--- config.mk ---
export PLATFORM = sky130hd
export DESIGN_NAME = inst_fetch
export DESIGN_NICKNAME = d
export VERILOG_FILES = /design/src/rtl/inst_fetch.sv
export SDC_FILE = /design/constraint.sdc
export NUM_CORES = 1
export LEC_CHECK = 0
export ABC_AREA = 0
export CORE_AREA = 2 2 78 155
export DETAILED_ROUTE_END_ITERATION = 8
export DIE_AREA = 0 0 80 157
export PLACE_DENSITY = 0.78
export SLEW_MARGIN = 10
export SYNTH_ARGS = -nofsm -noshare
export SYNTH_HDL_FRONTEND = slang
export SYNTH_SLANG_ARGS = --single-unit
--- constraint.sdc ---
create_clock -name clk -period 2.12 [get_ports clk]
set_input_delay 0.318 -clock clk [delete_from_list [all_inputs] [get_ports clk]]
set_output_delay 0.318 -clock clk [all_outputs]
set_load 0.01 [all_outputs]
--- src/rtl/inst_fetch.sv ---
// -----------------------------------------------------------------------------
// inst_fetch
// Instruction fetch sequencer. It holds the program counter, issues one memory
// read for each fetch_start, and hands the returned word to the instruction
// register with a single load_ir strobe. A fetch that goes unanswered for
// TIMEOUT cycles is abandoned, and a misaligned PC load is rejected. Either
// case produces a one-cycle fetch_err pulse.
//
// Ports
//   clk          single clock, all state updates on posedge
//   rst          asynchronous active-low reset
//   fetch_start  request one instruction fetch (sampled in IDLE only)
//   pc_load      load PC from pc_next (sampled in IDLE only)
//   pc_next      branch/jump target, must be word aligned
//   mem_req      memory read request, high in REQ/WAIT
//   mem_addr     memory read address, always equal to the PC
//   mem_rdata    memory read data
//   mem_ready    mem_rdata valid this cycle
//   inst_out     last fetched instruction, feeds the IR
//   load_ir      IR load strobe, exactly one cycle in LOAD
//   pc_out       PC of the instruction held in inst_out
//   busy         high whenever the FSM is not in IDLE
//   fetch_err    one-cycle pulse on timeout or misaligned pc_next
//
// state  | meaning
// -------+------------------------------------------------------------
// IDLE   | waiting for fetch_start; pc_load accepted here only
// REQ    | first request cycle, wait counter freshly cleared
// WAIT   | request held, counting cycles without mem_ready
// LOAD   | instruction captured, load_ir high for this one cycle
// -----------------------------------------------------------------------------
module inst_fetch #(
   parameter int                   BUS_WIDTH = 32,
   parameter logic [BUS_WIDTH-1:0] RESET_PC  = 32'h0000_0000,
   parameter int                   TIMEOUT   = 15
) (
   input  logic                 clk,
   input  logic                 rst,
   input  logic                 fetch_start,
   input  logic                 pc_load,
   input  logic [BUS_WIDTH-1:0] pc_next,
   output logic                 mem_req,
   output logic [BUS_WIDTH-1:0] mem_addr,
   input  logic [BUS_WIDTH-1:0] mem_rdata,
   input  logic                 mem_ready,
   output logic [BUS_WIDTH-1:0] inst_out,
   output logic                 load_ir,
   output logic [BUS_WIDTH-1:0] pc_out,
   output logic                 busy,
   output logic                 fetch_err
);

   localparam int CNT_W = $clog2(TIMEOUT + 1);

   typedef enum logic [1:0] {
      S_IDLE = 2'd0,
      S_REQ  = 2'd1,
      S_WAIT = 2'd2,
      S_LOAD = 2'd3
   } state_t;

   state_t             state;
   logic [BUS_WIDTH-1:0] pc;
   logic [CNT_W-1:0]     wait_cnt;
   logic                 pc_next_misaligned;

   assign pc_next_misaligned = (pc_next[1:0] != 2'b00);

   // The address bus is the PC itself. After a successful fetch it already
   // shows the next sequential address while mem_req is low.
   assign mem_addr = pc;

   always_ff @(posedge clk or negedge rst) begin
      if (!rst) begin
         state     <= S_IDLE;
         pc        <= RESET_PC;
         pc_out    <= RESET_PC;
         inst_out  <= '0;
         load_ir   <= 1'b0;
         mem_req   <= 1'b0;
         busy      <= 1'b0;
         fetch_err <= 1'b0;
         wait_cnt  <= '0;
      end else begin
         // Both strobes are single-cycle unless re-asserted below.
         load_ir   <= 1'b0;
         fetch_err <= 1'b0;

         case (state)
            S_IDLE: begin
               if (pc_load && pc_next_misaligned) begin
                  // A rejected load also cancels a fetch requested in the
                  // same cycle, so the fetch never runs from a stale PC.
                  fetch_err <= 1'b1;
               end else begin
                  if (pc_load) begin
                     pc <= pc_next;
                  end
                  if (fetch_start) begin
                     state    <= S_REQ;
                     mem_req  <= 1'b1;
                     busy     <= 1'b1;
                     wait_cnt <= '0;
                  end
               end
            end

            S_REQ, S_WAIT: begin
               if (mem_ready) begin
                  inst_out <= mem_rdata;
                  pc_out   <= pc;
                  pc       <= pc + BUS_WIDTH'(4);
                  mem_req  <= 1'b0;
                  load_ir  <= 1'b1;
                  state    <= S_LOAD;
               end else if (wait_cnt == CNT_W'(TIMEOUT - 1)) begin
                  // This idle cycle brings the count to TIMEOUT: give up.
                  wait_cnt  <= wait_cnt + CNT_W'(1);
                  mem_req   <= 1'b0;
                  busy      <= 1'b0;
                  fetch_err <= 1'b1;
                  state     <= S_IDLE;
               end else begin
                  wait_cnt <= wait_cnt + CNT_W'(1);
                  state    <= S_WAIT;
               end
            end

            S_LOAD: begin
               busy  <= 1'b0;
               state <= S_IDLE;
            end

            default: begin
               mem_req <= 1'b0;
               busy    <= 1'b0;
               state   <= S_IDLE;
            end
         endcase
      end
   end

endmodule

==> flow_metrics.tcl <==
set metrics [dict create \
    setup_viol_count_final 0 \
    vdd.ir_drop.worst_mv 0.9282 \
    yosysUniqueCellTypes 53 \
    period_minus_slack_ns 2.044 \
    end_kind "register" \
    cts_buffer_depth 2 \
    syn_nets 509 \
    postLayoutCellArea_um2 7566 \
    netlist_instances 434 \
    synth_ff_type "sky130_fd_sc_hd__dfrtp_1" \
    detailroute.via_count 4411 \
    synth_enable_flop_cells 0 \
    fin_worst_skew_ns 0.01062 \
    power.leakage_nw 3.154 \
    yosysTopAreaCell "sky130_fd_sc_hd__dfrtp_1" \
    grt_usage 0.2247 \
    postRouteWirelength_um 14180 \
    maximum_fanout_along_the_worst_path 14 \
    final_hold_viol_count 0 \
    critPathLaunchType "input port" \
    layout.area.seq_um2 2653 \
    placementRows 55 \
    antenna_diode_instance_count 0 \
    required_ns 2.33 \
    dr.first_iter.drc_count 281 \
    htree_levels 3 \
    clk_pin_slew_worst_paths_ns 0.07 \
    detail-route-antenna-nets 0 \
    drtPass1Iterations 5 \
    synth_area_um2 5110 \
    power-per-cell-area_nw_per_um2 1760 \
    numCtsBuffers 9 \
    nets 714 \
    grt_antenna_before_repair 0 \
    drcViolationCount 0 \
    grt_max_degree 56 \
    die_height_um 157 \
    syn-mean-instance-area_um2 11.77 \
    floorplan.die.width_um 80 \
    fp.coreArea_um2 11290 \
    placed_cell_area_um2 7142 \
    layout_worst_path_cycle_share 0.9643 \
    timing_worst_setup_path_type "input port to register" \
    worstSetupStartpoint "pc_next[0]" \
    gr-total-overflow 0 \
    die-area_um2 12560 \
    arrival_ns 2.25 \
    grt_first_pass_wirelength_um 22280 \
    multi_input_comb_area_um2 2257 \
    slew_headroom 0.6029 \
    switching_share 0.3764 \
    net-switching-power_w 0.005011 \
    worst_hold_path_type "input port to register" \
    number_of_global_route_vias_before_repair 4612 \
    relative_contribution_of_sequential_cells_to_total_power 0.286 \
    p_int_w 0.008303 \
    avgViaCountPerCell 5.612 \
    timing.max_cap.violations 0 \
    layout.cells.most_common "sky130_fd_sc_hd__clkdlybuf4s50_1" \
    netlist.area_leader.share 0.5191 \
    timing_worst_slew_pin_value_ns 0.5894 \
    portBuffers 168 \
    clock_tree_from_tritoncts "done" \
    fin_util 0.6704 \
    synth_async_sr_flop_share 1.000 \
    max_freq_mhz 489.2 \
    layout-area-overhead-vs-synth_pct 48.07 \
    final_cell_mix "166 x sky130_fd_sc_hd__clkdlybuf4s50_1, 106 x sky130_fd_sc_hd__dfrtp_1, 65 x sky130_fd_sc_hd__mux2_2" \
    share_clk_of_total_power 0.121 \
    initial_utilization 0.4528 \
    clk_latency_ns 0.34 \
    comb_power_share 0.593 \
    ys_seq_elements 106 \
    clock_tree.root_cell "sky130_fd_sc_hd__clkbuf_16" \
    wl_per_cell_um 18.04 \
    final-max-slew-violation-count 0 \
    numClockSinks 106 \
    hold_path.startpoint "pc_load" \
    yosysWarningCount 0 \
    outcome "complete, no violations" \
    synth.yosys.seq_area_share 0.5191 \
    filler_cell_count 883 \
    io-pin-count 169 \
    synth.top_cells.by_area "sky130_fd_sc_hd__dfrtp_1 52%, sky130_fd_sc_hd__mux2_2 14%, sky130_fd_sc_hd__a21oi_1 3.3%" \
    finalWeightedCongestion 0.8726 \
    share_of_cells_above_drive_strength_1 0.2484 \
    rr_startpoint "state[0]" \
    post-dp-hpwl_um 10570 \
]
==> area by class of cell <==
cell class | count | share of cell area
flip-flops and latches | 106 | 0.3506
multi-input cells | 294 | 0.2983
repair buffers | 221 | 0.2858
clock buffers | 12 | 0.03390
well taps | 142 | 0.02348
clock inverters | 4 | 0.004465
inverters | 7 | 0.003473
==> critical path: stages <==
cell,delay [ns]
sky130_fd_sc_hd__clkdlybuf4s50_1,0.45
sky130_fd_sc_hd__or3b_4,0.44
sky130_fd_sc_hd__a211oi_4,0.36
sky130_fd_sc_hd__buf_4,0.17
sky130_fd_sc_hd__nand2_2,0.07
sky130_fd_sc_hd__buf_4,0.22
sky130_fd_sc_hd__o22ai_1,0.15
sky130_fd_sc_hd__a21oi_1,0.07
==> kinds of logic after synthesis <==
logic type / synth area share
and+or+nand+nor: 0.1383
buffers and inverters: 0.04481
muxes: 0.1687
DFF: 0.5191
adders and majority gates: 0.01469
AOI/OAI and AO/OA: 0.1144
==> repair_timing <==
action	in CTS	in global routing
hold endpoints to repair	34	0
gates cloned	0	1
setup buffers	0	9
hold buffers	1	0
setup endpoints to repair	1	19
gates resized for setup	0	12
pin swaps	1	2
==> cells in the mapped netlist (all sizes together), types with 2 or more instances <==
library cell,n
o22ai,20
nor3,14
o221a,2
a31oi,3
or3,3
clkbuf,12
a311oi,2
dfrtp,106
inv,7
buf,14
and2,4
a211oi,2
a21oi,34
o2bb2ai,3
and4,4
o21ai,17
mux2,65
a31o,3
and3,6
mux2i,13
ha,6
nor4,9
a21o,2
nor2b,3
nand2,21
nand4,8
nor2,25
nand3,16
==> power groups by stage <==
stage | combinational, W | clock (W) | sequential, W
2_1_floorplan | 0.00357 | 0 | 0.00423
3_3_place_gp | 0.00720 | 0 | 0.00376
3_5_place_dp | 0.00742 | 0 | 0.00383
4_1_cts | 0.00749 | 0.00164 | 0.00380
5_1_grt | 0.00846 | 0.00173 | 0.00394
6_report | 0.00789 | 0.00162 | 0.00381
==> routing by layer <==
layer	track usage	wire (um)	up-vias
met5	0	0	-
met3	0.04186	857	28
li1	-	-	2024
met2	0.4258	8041	188
met4	0.09040	401	0
met1	0.2360	4882	2171
==> flip-flops by register name, indices dropped and copies added (netlist names) <==
signal and flops:
pc_out 32, mem_addr 32, busy 1, inst_out 32, state 2, load_ir 1, wait_cnt 4, mem_req 1
fetch_err 1
==> stage by stage <==
| step | std cells | power [W] | setup WS (ns) | hold WS, ns | TNS [ns] |
|---|---|---|---|---|---|
| floorplan | 434 | 0.007792 | 0.1110 | 0.02241 | 0 |
| global placement | 759 | 0.01096 | -0.1702 | 0.3000 | -2.743 |
| detailed placement | 759 | 0.01125 | -0.2331 | 0.3026 | -4.275 |
| CTS | 776 | 0.01293 | 0.02358 | 0.4903 | 0 |
| global route | 786 | 0.01413 | -0.003751 | 0.3119 | -0.003751 |
| finish | 786 | 0.01331 | 0.07577 | 0.3088 | 0 |
==> path summary, 6_finish.rpt <==
kind / endpoint / slack [ns] / depth (start not counted)
max: mem_addr[16] / 0.08 / 8
min: fetch_err / 0.31 / 3
max reg2reg: mem_addr[16] / 0.09 / 9
min reg2reg: pc_out[6] / 0.49 / 2
max in group asynchronous: state[1] / 0.98 / 3
min in group asynchronous: pc_out[7] / 0.47 / 2
Power figures use the tool's default switching activity.
